[config.mk]
export PLATFORM = sky130hd
export DESIGN_NAME = fetch_ctrl
export DESIGN_NICKNAME = d
export VERILOG_FILES = /design/src/rtl/fetch_ctrl.sv
export SDC_FILE = /design/constraint.sdc
export NUM_CORES = 1
export LEC_CHECK = 0
export CAP_MARGIN = 30
export CORE_MARGIN = 1.5
export CORE_UTILIZATION = 40
export DETAILED_ROUTE_END_ITERATION = 8
export PLACE_DENSITY = 0.84
export SLEW_MARGIN = 10
export SYNTH_ARGS = -nofsm -noshare
export SYNTH_HDL_FRONTEND = slang
export SYNTH_SLANG_ARGS = --single-unit
[constraint.sdc]
create_clock -name clk -period 2.8 [get_ports clk]
set_input_delay 0.28 -clock clk [delete_from_list [all_inputs] [get_ports clk]]
set_output_delay 0.28 -clock clk [all_outputs]
set_load 0.1 [all_outputs]
[src/rtl/fetch_ctrl.sv]
// fetch_ctrl: instruction-fetch sequencer for a valid/ready instruction-memory port.
// It takes a start from the control FSM, issues one request at pc_cur, and waits for
// the response. It then loads the instruction register and pulses ir_write.
// It also handles flush (redirect) of an in-flight fetch and a response watchdog.
// Optional feature: define FETCH_CTRL_MISALIGN_CHECK_EN to reject a start whose
// pc_cur[1:0] is non-zero with a fault (code 2'b10). No request is made in that case.
module fetch_ctrl #(
    parameter int TIMEOUT_CYCLES = 255
) (
    input  logic        clk,
    input  logic        reset,
    input  logic        start,
    input  logic        flush,
    input  logic [31:0] pc_cur,
    output logic        imem_req_valid,
    input  logic        imem_req_ready,
    output logic [31:0] imem_req_addr,
    input  logic        imem_rsp_valid,
    input  logic [31:0] imem_rsp_data,
    output logic [31:0] instr,
    output logic        ir_write,
    output logic        busy,
    output logic        fault,
    output logic [1:0]  fault_code
);
    localparam int CNT_W = $clog2(TIMEOUT_CYCLES + 1);

    typedef enum logic [1:0] {
        IDLE = 2'd0,
        REQ  = 2'd1,
        WAIT = 2'd2,
        DROP = 2'd3
    } state_t;

    state_t          state_reg;
    logic [CNT_W-1:0] cnt_reg;
    logic            req_valid_reg;
    logic [31:0]     req_addr_reg;
    logic [31:0]     instr_reg;
    logic            busy_reg;
    logic [1:0]      fault_code_reg;

    logic            cnt_hit;
    logic            start_ok;
    logic            misalign_fault;
    logic            timeout_fault;
    logic            rsp_take;
    logic [1:0]      fault_code_next;

    // The watchdog trips in the cycle whose increment would land on TIMEOUT_CYCLES,
    // so the fault marks the TIMEOUT_CYCLES-th cycle spent waiting.
    assign cnt_hit = ((CNT_W + 1)'(cnt_reg) + (CNT_W + 1)'(1)) == (CNT_W + 1)'(TIMEOUT_CYCLES);

    // flush beats start in IDLE, so nothing is latched when both are high
    assign start_ok = (state_reg == IDLE) && start && !flush;

`ifdef FETCH_CTRL_MISALIGN_CHECK_EN
    assign misalign_fault = start_ok && (pc_cur[1:0] != 2'b00);
`else
    assign misalign_fault = 1'b0;
`endif

    // Mealy outputs: derived only from the registered state plus the current inputs.
    // A response cycle never coincides with a timeout cycle.
    assign rsp_take      = (state_reg == WAIT) && imem_rsp_valid && !flush;
    assign timeout_fault = (state_reg == WAIT) && !imem_rsp_valid && !flush && cnt_hit;

    assign ir_write = rsp_take;
    assign fault    = misalign_fault | timeout_fault;

    // The new code is visible during the fault pulse itself, then held by the register.
    assign fault_code_next = timeout_fault  ? 2'b01 :
                             misalign_fault ? 2'b10 : fault_code_reg;
    assign fault_code      = fault_code_next;

    assign imem_req_valid = req_valid_reg;
    assign imem_req_addr  = req_addr_reg;
    assign instr          = instr_reg;
    assign busy           = busy_reg;

    // Fetch FSM with its registered outputs, watchdog counter and instruction register
    always_ff @(posedge clk or posedge reset) begin
        if (reset) begin
            state_reg      <= IDLE;
            cnt_reg        <= '0;
            req_valid_reg  <= 1'b0;
            req_addr_reg   <= '0;
            instr_reg      <= '0;
            busy_reg       <= 1'b0;
            fault_code_reg <= 2'b00;
        end else begin
            if (fault) begin
                fault_code_reg <= fault_code_next;
            end
            if (rsp_take) begin
                instr_reg <= imem_rsp_data;
            end

            case (state_reg)
                IDLE: begin
                    if (start_ok && !misalign_fault) begin
                        req_addr_reg  <= pc_cur;
                        req_valid_reg <= 1'b1;
                        busy_reg      <= 1'b1;
                        cnt_reg       <= '0;
                        state_reg     <= REQ;
                    end
                end

                REQ: begin
                    if (flush) begin
                        req_valid_reg <= 1'b0;
                        cnt_reg       <= '0;
                        if (imem_req_ready) begin
                            // accepted request still owes a response: drain it
                            state_reg <= DROP;
                        end else begin
                            state_reg <= IDLE;
                            busy_reg  <= 1'b0;
                        end
                    end else if (imem_req_ready) begin
                        req_valid_reg <= 1'b0;
                        cnt_reg       <= '0;
                        state_reg     <= WAIT;
                    end
                end

                WAIT: begin
                    if (imem_rsp_valid) begin
                        // with flush the data is simply not written
                        state_reg <= IDLE;
                        busy_reg  <= 1'b0;
                        cnt_reg   <= '0;
                    end else if (flush || cnt_hit) begin
                        state_reg <= DROP;
                        cnt_reg   <= '0;
                    end else if (cnt_reg != {CNT_W{1'b1}}) begin
                        cnt_reg <= cnt_reg + CNT_W'(1);
                    end
                end

                DROP: begin
                    // discard the owed response, or give up silently after the watchdog
                    if (imem_rsp_valid || cnt_hit) begin
                        state_reg <= IDLE;
                        busy_reg  <= 1'b0;
                        cnt_reg   <= '0;
                    end else if (cnt_reg != {CNT_W{1'b1}}) begin
                        cnt_reg <= cnt_reg + CNT_W'(1);
                    end
                end

                default: begin
                    state_reg <= IDLE;
                end
            endcase
        end
    end

endmodule

* Word-level counts from Yosys, hierarchy flattened *
Index checks and enable logic that the tools add are counted.

storage, ports and cells
  input port bits = 70
  register bits = 78
  word-level logic and storage cells = 65

operators by class
  add/sub/neg operators = 2
  equality and inequality tests = 12
  mux-type cells = 26
  reduce and logical (&&, ||, !) cells = 18

operator list
  kind                                                              number
  8-bit 2-to-1 mux                                                  7
  8-bit one-hot mux with 4 select lines                             1
  2-bit 2-to-1 mux                                                  8
  2-bit != test (second input constant)                             5
  8-bit by 1-bit adder with 9-bit output (second input constant)    1
  9-bit by 8-bit == test with 1-bit output (second input constant)  1
  8-bit by 1-bit adder with 8-bit output (second input constant)    1
  8-bit != test (second input constant)                             1
  2-bit one-hot mux with 4 select lines                             1
  1-bit logical AND                                                 7
  1-bit 2-to-1 mux                                                  7
  5-bit AND reduction                                               1
  2-bit == test (second input constant)                             2
  1-bit one-hot mux with 4 select lines                             1
  2-bit AND reduction                                               2
  4-bit AND reduction                                               1
  3-bit by 2-bit != test with 1-bit output (second input constant)  1
  3-bit != test (second input constant)                             1
  3-bit AND reduction                                               1
  2-bit by 1-bit == test with 1-bit output (second input constant)  1
  1-bit zero test                                                   2
  2-bit zero test                                                   1
  1-bit logical OR                                                  2
  1-bit one-hot mux with 2 select lines                             1
  2-bit nonzero test                                                1

* Longest topological paths before layout *
  word-level depth = 6
  gate-level depth with buffers = 8

* Worst setup path before layout *
No wires, ideal clock.

  kind = flip-flop to output port
  from = register cnt_reg[0]
  to = output port fault_code[1]
  required time = 2.520 ns
  stages on the path, launching flop included = 9
  data arrival time = 2.791 ns
  slack = -0.271 ns
  buffers on the path = 1
  cell sequence = dfrtp_1 -> inv_1 -> ha_1 -> and3_1 -> o211ai_1 -> o211a_1 -> buf_6 -> nor2_2 -> a31oi_1

on the way
  word-level cells in the longest chain between the ends = 4

RTL lines
  what                                      line  source
  start, declared                           36    logic [CNT_W-1:0] cnt_reg;
  start signal, assigned                    138   cnt_reg <= cnt_reg + CNT_W'(1);
  start signal, assigned                    149   cnt_reg <= cnt_reg + CNT_W'(1);
  8-bit by 1-bit adder with 9-bit output    52    assign cnt_hit = ((CNT_W + 1)'(cnt_reg) + (CNT_W + 1)'(1)) == (CNT_W + 1)'(TIMEOUT_CYCLES);
  9-bit by 8-bit == test with 1-bit output  52
  1-bit logical AND                         66    assign timeout_fault = (state_reg == WAIT) && !imem_rsp_valid && !flush && cnt_hit;
  2-bit 2-to-1 mux                          72    assign fault_code_next = timeout_fault ? 2'b01 :
  end, declared                             24    output logic [1:0] fault_code

No other way between the ends.

* Final worst setup path *
  from = register cnt_reg[0]
  to = output port fault

on the way
  word-level cells in the longest chain between the ends = 3

RTL lines
  what                                      line  source
  8-bit by 1-bit adder with 9-bit output    52
  9-bit by 8-bit == test with 1-bit output  52
  1-bit logical AND                         66
  end, declared                             23    output logic fault,

No other way between the ends.

==> run_results.csv <==
group,metric,value,unit
global_routing,grt_usage,0.1786,
outcome,outcome,"finished, final reports clean",
global_routing,grt_pass1_vias,2560,
sta,hold_violations,0,
flow_run,drv_cap,0,
global_routing,grt_max_degree,79,
placed_design,dp.cells,488,
clocking,cts_hold_buf,0,
die,rows,33,
worst_setup_path,worstPathRequired,2520,ps
layout,fill_cells,688,
worst_setup_path,cp-end-kind,"primary output",
clocking,cts_tree,"built",
sta,report.final.slew_viol_count,0,
die,die_y,95.17,um
die,core_area,0.008217,mm^2
clocking,max-clock-path-buffers,2,
placed_design,gp_congestion,0.7876,
layout,antenna_cells,0,
placed_design,io_buffers,139,
sta,post-route-period-util,0.9370,
synth,yosysSeqAreaShare,0.5744,
global_routing,grt-ovfl-total,0,
die,die_area,0.009057,mm^2
global_routing,antenna_found_initial,0,
die,dieWidth,95.17,um
synth,synth_edf_count,0,
routing,vias,2610,
sta,worstMarginPinSlew,776.1,ps
worst_setup_path,criticalPathCategory,"flip-flop to primary output",
clocking,htreeDepth,3,
clocking,insertion_delay,340,ps
synth,netlist_instances,257,
layout,layoutNonFillerInstCount,501,
sta,setup_viol,0,
layout,fin_nets,466,
clocking,clock-root-buffer,"clkbuf_8",
clocking,clock_sinks,78,
placed_design,dp_hpwl,5928,um
sta,skew,9.432,ps
synth,synth_fp_nets,329,
synth,synth_area,0.003398,mm^2
synth,synth_warnings,0,
routing,dr.pass1.iters,4,
synth,synth_cell_type_count,48,
die,io_pins,140,
synth,yosys_register_bits,78,
worst_setup_path,cp.arrival,2340,ps
routing,via_per_inst,5.210,
die,start_util,0.4136,
layout,area_delta_synth_final,46.47,%
routing,drc,0,
clocking,clk_pin_slew,80,ps
routing,post_drt_wl_per_cell,16.06,um
synth,syn_area_per_cell,13.22,um^2
sta,rsz0062_at_grt,"false",
sta,tns,0,ps
synth,ys.flop_type,"dfrtp_1",
worst_setup_path,cp-start-kind,"flip-flop",
sta,period_needed,2624,ps
routing,drtAntennaViolNets,0,
layout,drive_gt1_frac,0.3990,
clocking,post_cts_resized,0,
worst_hold_path,hold_class,"input pin to asynchronous set/reset pin",
sta,max_clock_freq,381.1,MHz
synth,async_flop_share,1.000,
routing,drt-total-wl,8045,um
clocking,post_cts_buffers,0,
sta,maxSlewHeadroom,0.4826,
global_routing,grt_pass1_wl,12520,um
clocking,numCtsBuffers,9,
routing,drtIter0Drc,104,
worst_setup_path,critical_path_peak_fanout,11,
critical path, stage by stage, from the launching register on:
cell	delay, ps
dfrtp_1	460
ha_1	320
nand2b_1	200
o22a_1	340
nor2_2	260
and3_1	240
buf_12	190
cells in the mapped netlist, drive strengths merged (2+ instances only):
cell type,count,share of area
a31o,2,0.0052
nand3,3,0.0044
mux2,64,0.21
a221oi,2,0.0052
nor3,2,0.0044
a21oi,9,0.013
o31ai,2,0.0044
o211ai,7,0.015
o21a,2,0.0044
nand4b,2,0.0052
o21ai,4,0.0059
ha,2,0.0074
clkbuf,2,0.0022
a22oi,4,0.0088
buf,14,0.028
nand2,12,0.013
inv,7,0.0077
nand4,2,0.0037
a31oi,3,0.0055
nor2,8,0.0096
and3,7,0.014
and3b,2,0.0052
dfrtp,78,0.57
per-layer routing:
layer  vias up  global-route usage  part of all wire
met5         -                   0                 0
met4         0             0.04353             0.014
met3        11             0.05183             0.073
met2       100              0.3103              0.50
met1      1297              0.2170              0.41
li1       1202                   -                 -
through the flow:
stage | hold slack, ps | worst slack [ps] | instance area [um^2] | util
finish | 369.6 | 176.3 | 4977 | 0.6058
global route | 377.8 | 24.21 | 4977 | 0.6058
CTS | 377.4 | 174.5 | 4977 | 0.6058
detailed placement | 475.6 | 536.5 | 4755 | 0.5787
global placement | 451.8 | 602.9 | 4755 | 0.5787
floorplan | 374.6 | 341.9 | 3405 | -
logic make-up (layout without fill, tap and decap cells):
logic type	count (synthesis)	count (layout)	synth area share
AND/OR/NAND/NOR	44	44	0.07217
adder cells (fa/ha/maj)	2	2	0.007363
AO/OA/AOI/OAI	44	44	0.09131
multiplexers	64	64	0.2121
XOR/XNOR	2	2	0.005156
flip-flops	78	78	0.5744
buffers and inverters	23	162	0.03755
cells in the final DEF, fill, tap and decap left out, drive strengths merged, types with 4 or more instances in the layout:
master / n
nand2: 12
clkdlybuf4s50: 69
mux2: 64
dfrtp: 78
o211ai: 7
o21ai: 4
nor2: 8
a21oi: 9
a22oi: 4
clkbuf: 9
buf: 73
and3: 7
inv: 7
path summary, 6_finish.rpt:
check | from | to | slack, ps | cells past startpoint
max in group asynchronous | reset | imem_req_addr[18] | 2120 | 3
min reg2reg | fault_code_reg[0] | fault_code_reg[0] | 490 | 1
min | reset | instr[20] | 370 | 3
max | cnt_reg[0] | fault | 180 | 6
max reg2reg | cnt_reg[0] | cnt_reg[5] | 600 | 5
min in group clk | fault_code_reg[0] | fault_code_reg[0] | 490 | 1
final cells by class:
type | instances | area, um^2 | share of cell area
clock inverter | 4 | 98.84 | 0.01986
tap | 105 | 131.4 | 0.02640
timing repair buffer | 142 | 1314 | 0.2640
multi-input combinational | 156 | 1331 | 0.2675
sequential | 78 | 1952 | 0.3922
clock buffer | 9 | 123.9 | 0.02489
inverter | 7 | 26.28 | 0.005279
Power is not shown: default switching activity piles up to over one toggle a cycle in this logic, so the estimate is an artifact.
